===== config.mk =====
export PLATFORM = sky130hd
export DESIGN_NAME = weight_sum_backprop
export DESIGN_NICKNAME = d
export VERILOG_FILES = /design/src/rtl/lstm_fixed_pkg.sv /design/src/rtl/fx_mac_sat.sv /design/src/rtl/weight_sum_backprop.sv
export SDC_FILE = /design/constraint.sdc
export NUM_CORES = 2
export LEC_CHECK = 0
export ABC_CLOCK_PERIOD_IN_PS = 9900
export CORE_ASPECT_RATIO = 2
export CORE_MARGIN = 3
export CORE_UTILIZATION = 35
export CTS_BUF_LIST = sky130_fd_sc_hd__clkbuf_8
export DETAILED_ROUTE_END_ITERATION = 12
export PLACE_DENSITY_LB_ADDON = 0.05
export REMOVE_ABC_BUFFERS = 1
export SETUP_SLACK_MARGIN = 0.2
export SYNTH_ARGS = -nofsm -noshare
export SYNTH_HDL_FRONTEND = slang
export SYNTH_SLANG_ARGS = --single-unit
export TNS_END_PERCENT = 30

===== constraint.sdc =====
create_clock -name clk -period 9.9 [get_ports clk]
set_input_delay 2.97 -clock clk [delete_from_list [all_inputs] [get_ports clk]]
set_output_delay 2.97 -clock clk [all_outputs]
set_load 0.05 [all_outputs]

===== src/rtl/lstm_fixed_pkg.sv =====
`default_nettype none
// ============================================================================
// Module   : lstm_fixed_pkg
// Brief    : Shared signed fixed-point types, constants and saturating helpers.
// Revision : 1.0  initial release
// ============================================================================
package lstm_fixed_pkg;

    localparam int DATA_WIDTH  = 16;
    localparam int FRACT_WIDTH = 8;

    localparam logic [DATA_WIDTH-1:0] ONE  = 16'h0100;
    localparam logic [DATA_WIDTH-1:0] ZERO = 16'h0000;

    typedef logic signed [DATA_WIDTH-1:0]   fx_t;
    typedef logic signed [2*DATA_WIDTH-1:0] fx_prod_t;

    // Clamp a 64-bit signed value into the signed range of a w-bit word (w <= 63).
    function automatic logic signed [63:0] sat_to_width(input logic signed [63:0] v,
                                                        input int w);
        logic signed [63:0] w_hi;
        logic signed [63:0] w_lo;
        w_hi = (64'sd1 <<< (w - 1)) - 64'sd1;
        w_lo = -(64'sd1 <<< (w - 1));
        if (v > w_hi)
            return w_hi;
        else if (v < w_lo)
            return w_lo;
        else
            return v;
    endfunction

    // Full-precision product realigned to the FRACT_WIDTH binary point.
    function automatic fx_prod_t fx_mul_shift(input fx_t a, input fx_t b);
        fx_prod_t w_p;
        w_p = fx_prod_t'(a) * fx_prod_t'(b);
        return w_p >>> FRACT_WIDTH;
    endfunction

    function automatic fx_t fx_mul_sat(input fx_t a, input fx_t b);
        fx_prod_t           w_s;
        logic signed [63:0] w_ext;
        logic signed [63:0] w_sat;
        w_s   = fx_mul_shift(a, b);
        w_ext = {{(64-2*DATA_WIDTH){w_s[2*DATA_WIDTH-1]}}, w_s};
        w_sat = sat_to_width(w_ext, DATA_WIDTH);
        return w_sat[DATA_WIDTH-1:0];
    endfunction

endpackage
`default_nettype wire


===== src/rtl/fx_mac_sat.sv =====
`default_nettype none
// ============================================================================
// Module   : fx_mac_sat
// Brief    : Error x weight saturated product plus saturating error x data
//            gradient accumulator (one per weight).
// Revision : 1.0  initial release
// ============================================================================
module fx_mac_sat
    import lstm_fixed_pkg::*;
#(
    parameter int ACC_WIDTH = 32    // must stay <= 62 so the 64-bit sum cannot wrap
) (
    input  logic                        clk,
    input  logic                        rst,
    input  logic                        i_clr,
    input  logic                        i_en,
    input  fx_t                         i_err,
    input  fx_t                         i_data,
    input  fx_t                         i_weight,
    output fx_t                         o_prod_sat,
    output logic signed [ACC_WIDTH-1:0] o_acc
);

    localparam int c_PROD_W = 2 * DATA_WIDTH;

    logic signed [ACC_WIDTH-1:0] r_acc;
    fx_prod_t                    w_term;
    logic signed [63:0]          w_term_ext;
    logic signed [63:0]          w_acc_ext;
    logic signed [63:0]          w_sum;
    logic signed [63:0]          w_sum_sat;

    assign o_prod_sat = fx_mul_sat(i_weight, i_err);

    assign w_term     = fx_mul_shift(i_err, i_data);
    assign w_term_ext = {{(64-c_PROD_W){w_term[c_PROD_W-1]}}, w_term};
    assign w_acc_ext  = {{(64-ACC_WIDTH){r_acc[ACC_WIDTH-1]}}, r_acc};
    assign w_sum      = w_acc_ext + w_term_ext;
    assign w_sum_sat  = sat_to_width(w_sum, ACC_WIDTH);

    always_ff @(posedge clk or posedge rst) begin
        if (rst)
            r_acc <= '0;
        else if (i_clr)
            r_acc <= '0;
        else if (i_en)
            r_acc <= w_sum_sat[ACC_WIDTH-1:0];
    end

    assign o_acc = r_acc;

endmodule
`default_nettype wire


===== src/rtl/weight_sum_backprop.sv =====
`default_nettype none
// ============================================================================
// Module   : weight_sum_backprop
// Brief    : Backward pass of W*X + U*h: returns dX/dH per beat, accumulates
//            dW/dU over a sequence and applies one SGD step on the last beat.
// Revision : 1.0  initial release
// ============================================================================
module weight_sum_backprop
    import lstm_fixed_pkg::*;
#(
    parameter int ACC_WIDTH = 32,
    parameter int LR_SHIFT  = 4
) (
    input  logic                  clk,
    input  logic                  rst,
    input  logic                  in_valid,
    output logic                  in_ready,
    input  logic [DATA_WIDTH-1:0] in_x,
    input  logic [DATA_WIDTH-1:0] in_h,
    input  logic [DATA_WIDTH-1:0] in_grad,
    input  logic                  in_last,
    output logic                  out_valid,
    output logic [DATA_WIDTH-1:0] dx_out,
    output logic [DATA_WIDTH-1:0] dh_out,
    output logic [DATA_WIDTH-1:0] w_out,
    output logic [DATA_WIDTH-1:0] u_out,
    output logic                  upd_done
);

    localparam logic [0:0] c_ST_ACCUM  = 1'b0;
    localparam logic [0:0] c_ST_UPDATE = 1'b1;

    logic [0:0]                  r_state;
    logic                        r_live;
    fx_t                         r_w;
    fx_t                         r_u;
    fx_t                         r_dx;
    fx_t                         r_dh;
    logic                        r_out_valid;
    logic                        r_upd_done;

    logic                        w_accept;
    logic                        w_update;
    fx_t                         w_dx;
    fx_t                         w_dh;
    fx_t                         w_w_next;
    fx_t                         w_u_next;
    logic signed [ACC_WIDTH-1:0] w_dw_acc;
    logic signed [ACC_WIDTH-1:0] w_du_acc;

    // W <- sat(W - (acc >>> LR_SHIFT))
    function automatic fx_t sgd_step(input fx_t wt, input logic signed [ACC_WIDTH-1:0] g);
        logic signed [63:0] w_wt_ext;
        logic signed [63:0] w_g_ext;
        logic signed [63:0] w_diff;
        logic signed [63:0] w_sat;
        w_wt_ext = {{(64-DATA_WIDTH){wt[DATA_WIDTH-1]}}, wt};
        w_g_ext  = {{(64-ACC_WIDTH){g[ACC_WIDTH-1]}}, g};
        w_diff   = w_wt_ext - (w_g_ext >>> LR_SHIFT);
        w_sat    = sat_to_width(w_diff, DATA_WIDTH);
        return w_sat[DATA_WIDTH-1:0];
    endfunction

    // r_live holds in_ready low for the first cycle after reset releases.
    assign in_ready = r_live & (r_state == c_ST_ACCUM);
    assign w_accept = in_valid & in_ready;
    assign w_update = (r_state == c_ST_UPDATE);

    fx_mac_sat #(
        .ACC_WIDTH (ACC_WIDTH)
    ) u_mac_w (
        .clk        (clk),
        .rst        (rst),
        .i_clr      (w_update),
        .i_en       (w_accept),
        .i_err      (in_grad),
        .i_data     (in_x),
        .i_weight   (r_w),
        .o_prod_sat (w_dx),
        .o_acc      (w_dw_acc)
    );

    fx_mac_sat #(
        .ACC_WIDTH (ACC_WIDTH)
    ) u_mac_u (
        .clk        (clk),
        .rst        (rst),
        .i_clr      (w_update),
        .i_en       (w_accept),
        .i_err      (in_grad),
        .i_data     (in_h),
        .i_weight   (r_u),
        .o_prod_sat (w_dh),
        .o_acc      (w_du_acc)
    );

    assign w_w_next = sgd_step(r_w, w_dw_acc);
    assign w_u_next = sgd_step(r_u, w_du_acc);

    always_ff @(posedge clk or posedge rst) begin
        if (rst) begin
            r_state <= c_ST_ACCUM;
            r_live  <= 1'b0;
            r_w     <= ONE;
            r_u     <= ONE;
        end else begin
            r_live <= 1'b1;
            case (r_state)
                c_ST_ACCUM: begin
                    if (w_accept && in_last)
                        r_state <= c_ST_UPDATE;
                end
                c_ST_UPDATE: begin
                    r_w     <= w_w_next;
                    r_u     <= w_u_next;
                    r_state <= c_ST_ACCUM;
                end
                default: r_state <= c_ST_ACCUM;
            endcase
        end
    end

    always_ff @(posedge clk or posedge rst) begin
        if (rst) begin
            r_out_valid <= 1'b0;
            r_upd_done  <= 1'b0;
            r_dx        <= ZERO;
            r_dh        <= ZERO;
        end else begin
            r_out_valid <= w_accept;
            r_upd_done  <= w_update;
            if (w_accept) begin
                r_dx <= w_dx;
                r_dh <= w_dh;
            end
        end
    end

    assign out_valid = r_out_valid;
    assign dx_out    = r_dx;
    assign dh_out    = r_dh;
    assign w_out     = r_w;
    assign u_out     = r_u;
    assign upd_done  = r_upd_done;

endmodule
`default_nettype wire


==> run_results.csv <==
group,metric,value,unit
outcome,status,"finished with violations",
outcome,violations,"setup timing",
floorplan,row_count,195,
timing,setup_viol,64,
worst_setup_path,cp_top_family,"adder cells",
worst_setup_path,worstReg2RegEnd,"dh_out[4]$_DFFE_PP0P_",
worst_setup_path,reg2reg_from,"u_out[14]$_DFFE_PP0P_",
worst_setup_path,r2r_cells,23,
worst_setup_path,crit_path_end_kind,"flip-flop",
synthesis,yosys_warnings,0,
placed_design,place_hpwl,147000,um
detailed_routing,ant_nets,0,
clock_tree,cts_buffers,17,
timing,finalClockSkew,0.0319,ns
clock_tree,clock-sinks,132,
global_routing,gr-usage-all-layers,0.237,
global_routing,use_met2,0.505,
clock_tree,h-tree-depth,4,
global_routing,grt_max_degree,79,
global_routing,grt_pass1_vias,45600,
detailed_routing,drc,0,
detailed_routing,detail_route.vias_per_cell,4.94,
clock_tree,cts_tree,"done",
worst_setup_path,critical_path_required,10.40,ns
floorplan,dieArea,148000,um^2
detailed_routing,drt_iter0_markers,1461,
synthesis,syn_avg_cell_area,8.94,um^2
floorplan,core,142000,um^2
timing,slew_viol_final,0,
clock_tree,cts-root-buf,"clkbuf_8",
placed_design,place_area,58700,um^2
global_routing,gr-usage-met1,0.228,
clock_tree,path_clk_slew,0.12,ns
timing,hold_viol,0,
detailed_routing,routedWlPerCell,21.3,um
finish,fillers,14400,
run,drv_cap,0,
worst_setup_path,max_stage_delay,0.64,ns
timing,rsz0062_at_grt,"yes",
worst_setup_path,path_depth,34,
placed_design,gp_congestion,0.893,
synthesis,synth_seq_area_share,0.0659,
floorplan,die_height,541,um
worst_setup_path,crit_path_start_kind,"input port",
worst_setup_path,critPathArrivalTime,11.12,ns
min_path,worst_hold_path.num_cells,2,
worst_setup_path,crit_end,"u_mac_u.o_acc[10]$_DFFE_PP0P_",
placed_design,port_buffers,118,
timing,fin_crit_sh,1.07,
global_routing,top_usage_layer,"met2",
synthesis,synth_seq_cells,132,
timing,tns,-42.21,ns
detailed_routing,vias,40500,
detailed_routing,wl,174000,um
finish,syn2layout_area_growth,21.1,%
worst_setup_path,criticalPathCategory,"in -> reg",
synthesis,netlist_area,50200,um^2
worst_setup_path,path_buf_inv,7,
synthesis,syn_inst,5610,
global_routing,antenna_found_initial,5,
floorplan,die_x,274,um
timing,max_slew_margin,0.295,
finish,fin_nets,7855,
detailed_routing,dr.pass1.iters,5,
worst_setup_path,cpMostUsedCell,"a21o_1",
worst_setup_path,cp_max_fo,5,
global_routing,grt_pass1_wl,265000,um
floorplan,initial_core_util,0.354,
clock_tree,cts.hold.buffers_added,0,
timing,whs,0.506,ns
worst_setup_path,reg2reg_slack,2.50,ns
synthesis,async_flop_share,1.00,
finish,fin_area,60700,um^2
clock_tree,cts.path.max_buffers,2,
worst_setup_path,critPathLaunch,"in_h[1]",
finish,drive_above_1_share,0.169,
synthesis,yosysUniqueCellTypes,96,
global_routing,met3_usage,0.0145,
timing,worst_pin_slew,1.06,ns
synthesis,synth_edf_count,0,
timing,layout_setup_ws,-0.719,ns
timing,period_minus_slack,10.62,ns
global_routing,globalRouteOverflowTotal,0,
min_path,hp-class,"reg -> reg",
worst_setup_path,cpMaxStageDelayCell,"fa_2",
clock_tree,clkLatencyLatePin,0.57,ns
synthesis,synth_top_flop_cell,"dfrtp_1",
timing,fmax,94.2,MHz
floorplan,ios,119,
==> final cells by class <==
cell class,instances,area (um^2),share of cell area
Antenna cell,2,5.00,0.0000824
Clock buffer,17,234,0.00385
Clock inverter,15,123,0.00202
Inverter,1216,4570,0.0753
Multi-Input combinational cell,4039,42200,0.695
Sequential cell,132,3310,0.0544
Tap cell,1871,2340,0.0385
Timing Repair Buffer,907,7940,0.131
==> metrics by stage <==
| stage | util | setup slack (ns) | cells |
|---|---|---|---|
| 6_report | 0.429 | -0.719 | 8199 |
| 5_1_grt | 0.429 | -1.03 | 8199 |
| 4_1_cts | 0.424 | -0.773 | 8180 |
| 3_5_place_dp | 0.414 | -2.50 | 8110 |
| 3_3_place_gp | 0.414 | -2.42 | 8110 |
| 2_1_floorplan | - | -1.66 | 5385 |
==> synth_stat cells, types with 13 or more instances <==
cell      count  share of area
inv_1      1216          0.091
buf_2        13         0.0013
xnor2_1     135          0.024
clkbuf_1    202          0.015
xor2_1       70          0.012
nor2_1      197          0.015
nor3_1       50         0.0050
o21a_1       26         0.0039
o21bai_1     28         0.0042
dfrtp_1     130          0.065
o21ai_0     131          0.013
a31oi_1      20         0.0025
ha_1        442           0.11
a21oi_1     155          0.015
o211ai_1     18         0.0027
nand3_1      55         0.0055
and2_1      444          0.055
fa_1       1048           0.42
o21ai_1      13         0.0013
a211oi_1     31         0.0046
nor2b_1      22         0.0027
nand2b_1     64         0.0080
a221o_1      53          0.011
or3_1        15         0.0019
and3_1       31         0.0039
nand4_1      26         0.0032
nand2_1     622          0.047
a21o_1       96          0.014
o22ai_1      47         0.0059
==> worst reg2reg max path: stages, from the launching register on <==
cell	delay [ns]
dfrtp_1	1.02
nand2_1	0.19
fa_1	0.59
inv_1	0.06
fa_1	0.56
inv_1	0.06
fa_1	0.48
fa_1	0.51
fa_1	0.53
inv_1	0.06
fa_1	0.50
ha_2	0.43
and4_2	0.27
and3_1	0.17
o2111ai_2	0.15
buf_4	0.19
and2_1	0.15
buf_4	0.14
o21a_4	0.22
a211oi_2	0.23
a21oi_1	0.10
o211ai_1	0.31
clkbuf_16	0.25
o22ai_1	0.11
==> cell usage in the layout (no fill, tap or decap), drive strengths merged, types with 130 or more instances in the layout <==
master / n
dfrtp: 130
o21ai: 145
buf: 803
a21oi: 163
nand2: 622
nor2: 199
fa: 1048
xnor2: 135
ha: 442
and2: 444
inv: 1223
==> cell families after synthesis <==
group / synth area share
and+or+nand+nor: 0.156
adders and majority gates: 0.528
buffers and inverters: 0.109
AOI/OAI and AO/OA: 0.103
xor gates and xnor gates: 0.0358
DFF: 0.0659
muxes: 0.00187
other: 0.0000747
==> registers in the layout (all words and copies together), names as in the netlist <==
| register | flops |
|---|---|
| u_mac_u.o_acc | 32 |
| u_mac_w.o_acc | 32 |
| dh_out | 16 |
| dx_out | 16 |
| u_out | 16 |
| w_out | 16 |
| out_valid | 1 |
| r_live | 1 |
| r_state | 1 |
| upd_done | 1 |
==> what timing repair did <==
| item | CTS | global route |
|---|---|---|
| setup endpoints to repair | 95 | 95 |
| setup buffers | 33 | 13 |
| gates resized for setup | 206 | 148 |
| cloned | 5 | 4 |
| pin swaps | 80 | 50 |
==> worst min path at each step <==
stage / startpoint / end
2_1_floorplan: u_mac_u.o_acc[0]$_DFFE_PP0P_ / u_mac_u.o_acc[0]$_DFFE_PP0P_
3_5_place_dp: dh_out[15]$_DFFE_PP0P_ / dh_out[15]$_DFFE_PP0P_
6_report: dh_out[15]$_DFFE_PP0P_ / dh_out[15]$_DFFE_PP0P_
4_1_cts: dh_out[15]$_DFFE_PP0P_ / dh_out[15]$_DFFE_PP0P_
5_1_grt: u_mac_w.o_acc[0]$_DFFE_PP0P_ / u_mac_w.o_acc[0]$_DFFE_PP0P_
3_3_place_gp: dh_out[15]$_DFFE_PP0P_ / dh_out[15]$_DFFE_PP0P_
==> layer usage <==
layer | up-vias | part of all wire
met4 | 0 | 0.042
li1 | 18800 | -
met3 | 250 | 0.018
met1 | 20900 | 0.33
met2 | 585 | 0.61
met5 | - | 0
Power is not shown: default switching activity piles up to over one toggle a cycle in this logic, so the estimate is an artifact.
